<file path="src/rtl/cfg_mgmt_sequencer.sv">
// Sequencer in front of the root-complex configuration-management bridge: replays a boot
// table of config writes once the link is up, then serves single user accesses under a watchdog.
module cfg_mgmt_sequencer #(
  parameter int                    INIT_LEN   = 4,
  parameter logic [46*INIT_LEN-1:0] INIT_TABLE = '0,
  parameter int                    TIMEOUT    = 1023
) (
  input  logic        user_clk,
  input  logic        user_reset_n,
  input  logic        user_lnk_up,
  input  logic        req_valid,
  output logic        req_ready,
  input  logic        req_write,
  input  logic [9:0]  req_addr,
  input  logic [7:0]  req_function_number,
  input  logic [31:0] req_wdata,
  input  logic [3:0]  req_be,
  output logic        rsp_valid,
  output logic [31:0] rsp_rdata,
  output logic        rsp_err,
  output logic [9:0]  ctr2cfg_mgmt_addr,
  output logic [7:0]  ctr2cfg_mgmt_function_number,
  output logic        ctr2cfg_mgmt_write,
  output logic [31:0] ctr2cfg_mgmt_write_data,
  output logic [3:0]  ctr2cfg_mgmt_byte_enable,
  output logic        ctr2cfg_mgmt_read,
  output logic        ctr2cfg_mgmt_debug_access,
  input  logic        cfg2ctr_mgmt_write_done,
  input  logic        cfg2ctr_mgmt_read_done,
  input  logic [31:0] cfg2ctr_mgmt_read_data,
  output logic        init_done,
  output logic        cfg_timeout_err
);

  localparam int IDX_W = (INIT_LEN > 1) ? $clog2(INIT_LEN) : 1;

  typedef enum logic [1:0] {IDLE, ACCESS, RELEASE, HALT} state_t;

  state_t           state, state_nxt;
  logic [IDX_W-1:0] init_idx;
  logic [15:0]      wdog;
  logic             is_user, is_read;
  logic [31:0]      rd_data;
  logic [45:0]      init_entry;
  logic             done_match, timeout_hit, dones_low, take_init, take_req, init_last;

  assign init_entry  = INIT_TABLE[46*32'(init_idx) +: 46];
  assign init_last   = (init_idx == IDX_W'(INIT_LEN - 1));
  assign done_match  = is_read ? cfg2ctr_mgmt_read_done : cfg2ctr_mgmt_write_done;
  assign timeout_hit = (wdog == 16'(TIMEOUT)) && !done_match;
  assign dones_low   = !cfg2ctr_mgmt_write_done && !cfg2ctr_mgmt_read_done;
  assign take_init   = (state == IDLE) && user_lnk_up && !init_done;
  assign take_req    = req_ready && req_valid;

  always_ff @(posedge user_clk or negedge user_reset_n) begin
    if (!user_reset_n) state <= IDLE;
    else               state <= state_nxt;
  end

  always_comb begin
    // NOTE: default assignment first so no path through the case leaves state_nxt unassigned (no latch).
    state_nxt = state;
    case (state)
      IDLE:    if (take_init || take_req) state_nxt = ACCESS;
      ACCESS:  if (done_match)            state_nxt = RELEASE;
               else if (timeout_hit)    state_nxt = HALT;
      RELEASE: if (dones_low)             state_nxt = IDLE;
      HALT:                               state_nxt = HALT;
      default:                            state_nxt = IDLE;
    endcase
  end

  always_comb begin
    req_ready                 = (state == IDLE) && user_lnk_up && init_done && !cfg_timeout_err;
    ctr2cfg_mgmt_debug_access = 1'b0;
  end

  // Bridge request, response and boot bookkeeping; all cleared asynchronously so a reset
  // mid-access drops the request at once.
  always_ff @(posedge user_clk or negedge user_reset_n) begin
    if (!user_reset_n) begin
      ctr2cfg_mgmt_addr            <= '0;
      ctr2cfg_mgmt_function_number <= '0;
      ctr2cfg_mgmt_write           <= 1'b0;
      ctr2cfg_mgmt_write_data      <= '0;
      ctr2cfg_mgmt_byte_enable     <= '0;
      ctr2cfg_mgmt_read            <= 1'b0;
      rsp_valid                    <= 1'b0;
      rsp_rdata                    <= '0;
      rsp_err                      <= 1'b0;
      init_done                    <= 1'b0;
      cfg_timeout_err              <= 1'b0;
      init_idx                     <= '0;
      wdog                         <= '0;
      is_user                      <= 1'b0;
      is_read                      <= 1'b0;
      rd_data                      <= '0;
    end else begin
      rsp_valid <= 1'b0;
      rsp_err   <= 1'b0;
      case (state)
        IDLE: begin
          if (!user_lnk_up) begin
            init_done <= 1'b0;
            init_idx  <= '0;
          end else if (!init_done) begin
            ctr2cfg_mgmt_addr            <= init_entry[45:36];
            ctr2cfg_mgmt_byte_enable     <= init_entry[35:32];
            ctr2cfg_mgmt_write_data      <= init_entry[31:0];
            ctr2cfg_mgmt_function_number <= '0;
            ctr2cfg_mgmt_write           <= 1'b1;
            ctr2cfg_mgmt_read            <= 1'b0;
            is_user                      <= 1'b0;
            is_read                      <= 1'b0;
            wdog                         <= '0;
          end else if (take_req) begin
            ctr2cfg_mgmt_addr            <= req_addr;
            ctr2cfg_mgmt_byte_enable     <= req_be;
            ctr2cfg_mgmt_write_data      <= req_wdata;
            ctr2cfg_mgmt_function_number <= req_function_number;
            ctr2cfg_mgmt_write           <= req_write;
            ctr2cfg_mgmt_read            <= !req_write;
            is_user                      <= 1'b1;
            is_read                      <= !req_write;
            wdog                         <= '0;
          end
        end
        ACCESS: begin
          wdog <= wdog + 16'd1;
          if (done_match) begin
            ctr2cfg_mgmt_write       <= 1'b0;
            ctr2cfg_mgmt_read        <= 1'b0;
            ctr2cfg_mgmt_addr        <= '0;
            ctr2cfg_mgmt_write_data  <= '0;
            ctr2cfg_mgmt_byte_enable <= '0;
            if (is_read) rd_data <= cfg2ctr_mgmt_read_data;
          end else if (timeout_hit) begin
            ctr2cfg_mgmt_write <= 1'b0;
            ctr2cfg_mgmt_read  <= 1'b0;
            cfg_timeout_err    <= 1'b1;
            if (is_user) begin
              rsp_valid <= 1'b1;
              rsp_err   <= 1'b1;
              rsp_rdata <= '0;
            end
          end
        end
        RELEASE: begin
          // Wait out the bridge's done hold so a stale done is never taken as the next completion.
          if (dones_low) begin
            if (is_user) begin
              rsp_valid <= 1'b1;
              rsp_rdata <= is_read ? rd_data : 32'h0;
            end else begin
              init_idx <= init_last ? '0 : init_idx + 1'b1;
              if (init_last) init_done <= 1'b1;
            end
          end
        end
        default: ;
      endcase
    end
  end

endmodule

</file>
<file path="config.mk">
export PLATFORM = sky130hd
export DESIGN_NAME = cfg_mgmt_sequencer
export DESIGN_NICKNAME = d
export VERILOG_FILES = /design/src/rtl/cfg_mgmt_sequencer.sv
export SDC_FILE = /design/constraint.sdc
export NUM_CORES = 1
export LEC_CHECK = 0
export CAP_MARGIN = 20
export CORE_MARGIN = 5
export CORE_UTILIZATION = 34
export DETAILED_ROUTE_END_ITERATION = 8
export MAX_ROUTING_LAYER = met4
export SYNTH_ARGS = -nofsm -noshare
export SYNTH_HDL_FRONTEND = slang
export SYNTH_SLANG_ARGS = --single-unit
</file>
<file path="constraint.sdc">
create_clock -name user_clk -period 4.9 [get_ports user_clk]
set_clock_uncertainty 0.15 [all_clocks]
set_input_delay 0.98 -clock user_clk [delete_from_list [all_inputs] [get_ports user_clk]]
set_output_delay 0.98 -clock user_clk [all_outputs]
set_load 0.03 [all_outputs]
</file>
==> results of run 1 <==
==> cells in the mapped netlist (all sizes together), types with 2 or more instances <==
cell	instances
nor2b	2
and3	9
o2111ai	3
a21o	2
clkbuf	20
inv	4
nand2b	5
mux2i	5
nor3	2
o211ai	4
and4	2
nand3	4
nor2	15
ha	7
and2	3
nor3b	3
xor2	9
buf	15
a22o	13
a21oi	4
o21ai	92
nand2	168
nand4	3
mux2	33
dfrtp	146
==> state kept, by name (all words and copies together) (netlist names) <==
name                          cells
state                             2
ctr2cfg_mgmt_byte_enable          4
cfg_timeout_err                   1
is_user                           1
ctr2cfg_mgmt_addr                10
ctr2cfg_mgmt_write_data          32
rsp_valid                         1
rsp_err                           1
init_idx                          2
rd_data                          32
ctr2cfg_mgmt_write                1
wdog                             16
is_read                           1
init_done                         1
ctr2cfg_mgmt_function_number      8
rsp_rdata                        32
ctr2cfg_mgmt_read                 1
==> cells by family after synthesis <==
kind of cell | Yosys count | synth area share
AO/OA/AOI/OAI | 122 | 0.1305
XOR/XNOR | 9 | 0.01267
adder cells (fa/ha/maj) | 7 | 0.01408
buffers and inverters | 39 | 0.03358
flip-flops | 146 | 0.5872
multiplexers | 38 | 0.06777
other | 1 | 0.0006027
AND/OR/NAND/NOR | 223 | 0.1536
==> metrics by stage <==
step	instances	setup WS, ns	instance area (um^2)	hold slack, ns
2_1_floorplan	585	1.866	6222	0.3272
3_3_place_gp	971	1.122	8240	0.3095
3_5_place_dp	971	1.122	8240	0.3196
4_1_cts	1003	1.116	8871	0.3321
5_1_grt	1003	1.017	8871	0.3437
6_report	1003	1.132	8871	0.3260
==> placed cells by master (no fill, tap or decap), drive strengths merged, types with 2 or more instances in the layout <==
master         count
a21o               2
a21oi              4
a22o              13
and2               3
and3               9
and4               2
buf                8
bufinv             3
clkbuf            21
clkdlybuf4s50    184
clkinv             4
clkinvlp           2
dfrtp            146
ha                 7
inv                6
mux2              33
mux2i              5
nand2            168
nand2b             5
nand3              4
nand4              3
nor2              15
nor2b              2
nor3               2
nor3b              3
o2111ai            3
o211ai             4
o21ai             92
xor2               9
==> layout make-up <==
cell class / count / area, um^2
Clock buffer: 21 / 480.5
Multi-Input combinational cell: 400 / 2380
Clock inverter: 11 / 150.1
Fill cell: 1616 / 9092
Inverter: 4 / 15.01
Timing Repair Buffer: 192 / 1906
Sequential cell: 146 / 3654
Tap cell: 229 / 286.5
==> critical path: stages <==
cell and delay (ns):
clkdlybuf4s50_1 0.49, nand2_1 0.12, nor3b_1 0.30, clkdlybuf4s50_1 0.75
==> power breakdown <==
| group | internal, uW | total, uW | leakage (uW) | switching, uW |
|---|---|---|---|---|
| logic | 451 | 1230 | 0.00155 | 780 |
| registers | 1380 | 1490 | 0.00203 | 111 |
| clock network | 859 | 1370 | 0.000306 | 510 |
| total | 2690 | 4090 | 0.00388 | 1400 |
==> metal layers <==
metal,share of wire,vias up
li1,-,2337
met1,0.46,2298
met2,0.46,149
met3,0.071,7
met4,0.0090,0
met5,0,-
==> worst min path at each step <==
stage                                            end  cells past startpoint                  startpoint  slack, ns
after global routing      ctr2cfg_mgmt_write_data[6]                      2  ctr2cfg_mgmt_write_data[6]       0.34
after floorplan                              wdog[0]                      1                     wdog[0]       0.33
final                              ctr2cfg_mgmt_read                      1           ctr2cfg_mgmt_read       0.33
after global placement                  rsp_rdata[6]                      2                rsp_rdata[6]       0.31
after CTS                 ctr2cfg_mgmt_write_data[3]                      2  ctr2cfg_mgmt_write_data[3]       0.33
after detailed placement        ctr2cfg_mgmt_addr[6]                      2        ctr2cfg_mgmt_addr[6]       0.32
==> metrics.cfg, run 1 <==
[routing]
vias=4791
wl_per_cell_um=15.79
routed_wl_mm=15.84
post-route-drc-count=0
post_drt_via_cell_ratio=4.777
drtIter0Drc=202
firstDrtPassIters=6
ant_nets=0

[setup_path]
worstPathRequired_ns=3.77
r2r_slack_ns=1.88
end_kind=primary output
rr_startpoint=state[1]
startpoint_type=input port
worst-setup-path-type=input port to primary output
r2r-end=ctr2cfg_mgmt_read
critical_path_arrival_ns=2.64
setup.worst_path.end=req_ready
critPathMaxFanout=5
worstRegToRegCells=6
cp-startpoint=user_lnk_up

[sta]
hold_viol=0
period_share=0.7689
final-setup-viol-count=0
min_period_ns=3.768
finalSetupTns_ns=0
drv_slew=0
grt_setup_unrepaired=no
worstMarginPinSlew_ns=0.9519
timing.fmax_ghz=0.2654
slew_headroom=0.3641

[pwr]
p_leak_uw=0.003877
p_total_uw=4090
peakVddDrop_v=0.0002945
p_per_area_nw_per_um2=461.1

[clock_network]
holdBufCountCts=0
cts_sinks=146
cts_buffers=17
post_cts_buffers=0
clockRootBuffer=clkbuf_16
cts_tree=built
clk_path_buf_depth=2
htreeDepth=4
worstSkewPairLatency_ns=0.41
cts.clk_slew.worst_paths_ns=0.06
cts_resized=0

[place]
dpl.hpwl_mm=11.09
portBuffers=185
routabilityCongestion=0.8058

[yosys]
synthCells=585
synthFlopType=dfrtp_1
yosysSeqAreaShare=0.5872
synth-async-reset-ratio=1.000
yosysTopAreaCell=dfrtp_1
syn-num-nets=685
synth.distinct_cells=44
ys_warn_count=0
synth_area_leaders=dfrtp_1 (59%), nand2_1 (10%), mux2_2 (6.0%)
synth_edf_count=0
synth_area_um2=6222
ys_seq_elements=146
avgSynthCellArea_um2=10.64
synth_top_area_share=0.5872

[job]
maxCapViolCount=0

[min_path]
hold_path_class=register to register

[finish]
final_util=0.4938
nets=861
drive_gt1_frac=0.1395
area_growth_pct=42.57
antenna_cells=0

[floorplanning]
die_w_um=145.3
die_area_um2=21110
initial_utilization=0.3464
io_pins=187
row_count=49
core_area_um2=17960
chipHeight_um=145.3

[global_routing]
grtUsageMet2=0.2320
grt_busiest_layer=met2
gr-usage-met1=0.2014
grt_pass1_vias=4947
gr-usage-met3=0.05706
overflow=0
grt_max_degree=95
antenna_found_initial=0
grt_pass1_wl_mm=26.01
grt_use_total=0.1552

[status]
outcome=completed

Power figures use the tool's default switching activity.
==> inputs of run 2 (changes only) <==
Clock period 4.9 ns to 3.6 ns, I/O delays scaled along.
==> metrics.cfg, run 2 (synthesized netlist as in run 1, its figures left out) <==
[routing]
firstDrtPassIters=5
wl_per_cell_um=15.71
drtIter0Drc=193
post-route-drc-count=0
routed_wl_mm=15.82
vias=4802
post_drt_via_cell_ratio=4.769
ant_nets=0

[clock_network]
clk_path_buf_depth=2
cts.clk_slew.worst_paths_ns=0.06
htreeDepth=4
holdBufCountCts=0
worstSkewPairLatency_ns=0.42
clockRootBuffer=clkbuf_16
cts_buffers=17
cts_tree=built
post_cts_buffers=0
cts_sinks=146
cts_resized=0

[place]
dpl.hpwl_mm=11.30
placed_cells=975
routabilityCongestion=0.7805
portBuffers=185

[min_path]
hold_path_class=input port to asynchronous set/reset pin

[floorplanning]
die_w_um=145.3
io_pins=187
chipHeight_um=145.3
initial_utilization=0.3464
die_area_um2=21110
core_area_um2=17960
row_count=49

[finish]
layout_common_cells=clkdlybuf4s50_1 (184), nand2_1 (168), dfrtp_1 (146), o21ai_0 (56), mux2_2 (33)
final_common_cell=clkdlybuf4s50_1
instances_no_fill=1007
antenna_cells=0
area_growth_pct=43.37
nets=865
drive_gt1_frac=0.1401
largestRegisters=ctr2cfg_mgmt_write_data (32), rd_data (32), rsp_rdata (32)

[global_routing]
grt_use_total=0.1586
grt_pass1_wl_mm=26.52
overflow=0
grt_max_degree=93
grt_pass1_vias=5020
antenna_found_initial=0

[sta]
worstMarginPinSlew_ns=0.8776
finalSetupTns_ns=0
final-setup-viol-count=0
drv_slew=0
slew_headroom=0.4143
timing.fmax_ghz=0.2961
hold_viol=0
holdWs_ns=0.1978
grt_setup_unrepaired=no
min_period_ns=3.378
period_share=0.9383

[setup_path]
worst-setup-path-type=register to primary output
slowest_delay_ns=0.76
worstRegToRegCells=8
path_cells=inv_1 -> ha_1 -> nand2_1 -> nor3b_1 -> clkdlybuf4s50_1
worstPathRequired_ns=2.73
crit_path_top_delay_cell=clkdlybuf4s50_1
startpoint_type=register
critPathMaxFanout=6
end_kind=primary output
critical_path_arrival_ns=2.51

[status]
outcome=completed

[pwr]
peakVddDrop_v=0.0004546
p_total_uw=5604
p_per_area_nw_per_um2=628.2
p_leak_uw=0.003900

[job]
maxCapViolCount=0

==> run 2: cell count changes in the layout (fill, tap and decap cells not counted), sizes merged <==
cell / change
clkinv: -2
inv: +1
bufinv: +1
buf: +4
==> run 2: where the power goes <==
part	switching, uW	internal [uW]
Sequential	151	1880
Clock	694	1190
Combinational	1060	634
==> run 2: cell type report <==
cell class	count	area, um^2
fill	1601	9042
sequential	146	3654
multi-input combinational	400	2380
timing repair buffer	196	1961
clock buffer	21	450.4
tap	229	286.5
clock inverter	11	175.2
inverter	4	15.01
==> run 2: worst paths after layout <==
path | from | to | slack [ns]
setup / recovery | state[0] | req_ready | 0.22
setup reg to reg | state[0] | ctr2cfg_mgmt_write_data[23] | 1.07
max in group asynchronous | user_reset_n | rd_data[5] | 2.29
hold / removal | user_reset_n | rsp_rdata[13] | 0.20
min in group user_clk | rsp_rdata[6] | rsp_rdata[6] | 0.33
hold reg to reg | rsp_rdata[6] | rsp_rdata[6] | 0.33
==> run 2: critical path, delay by kind of cell, from the launching register on <==
kind,cells,cell delay [ns]
fa+ha+maj,1,0.31
buf+inv,2,0.90
flops,1,0.40
simple gates,2,0.49
==> run 2: per-stage QoR <==
step / worst slack (ns) / cell area (um^2) / util
after floorplan: 1.052 / 6222 / -
after global placement: 0.3350 / 8295 / 0.4618
after detailed placement: 0.3386 / 8295 / 0.4618
after CTS: 0.2112 / 8921 / 0.4966
after global routing: 0.02432 / 8921 / 0.4966
final: 0.2222 / 8921 / 0.4966
==> run 2: routing by layer <==
metal  vias to the layer above  track usage  wire length [um]
met5                         -            -                 0
met3                        16      0.06174              1124
met2                       155       0.2355              7351
met4                         0      0.04944               254
li1                       2355            -                 -
met1                      2276       0.2009              7089
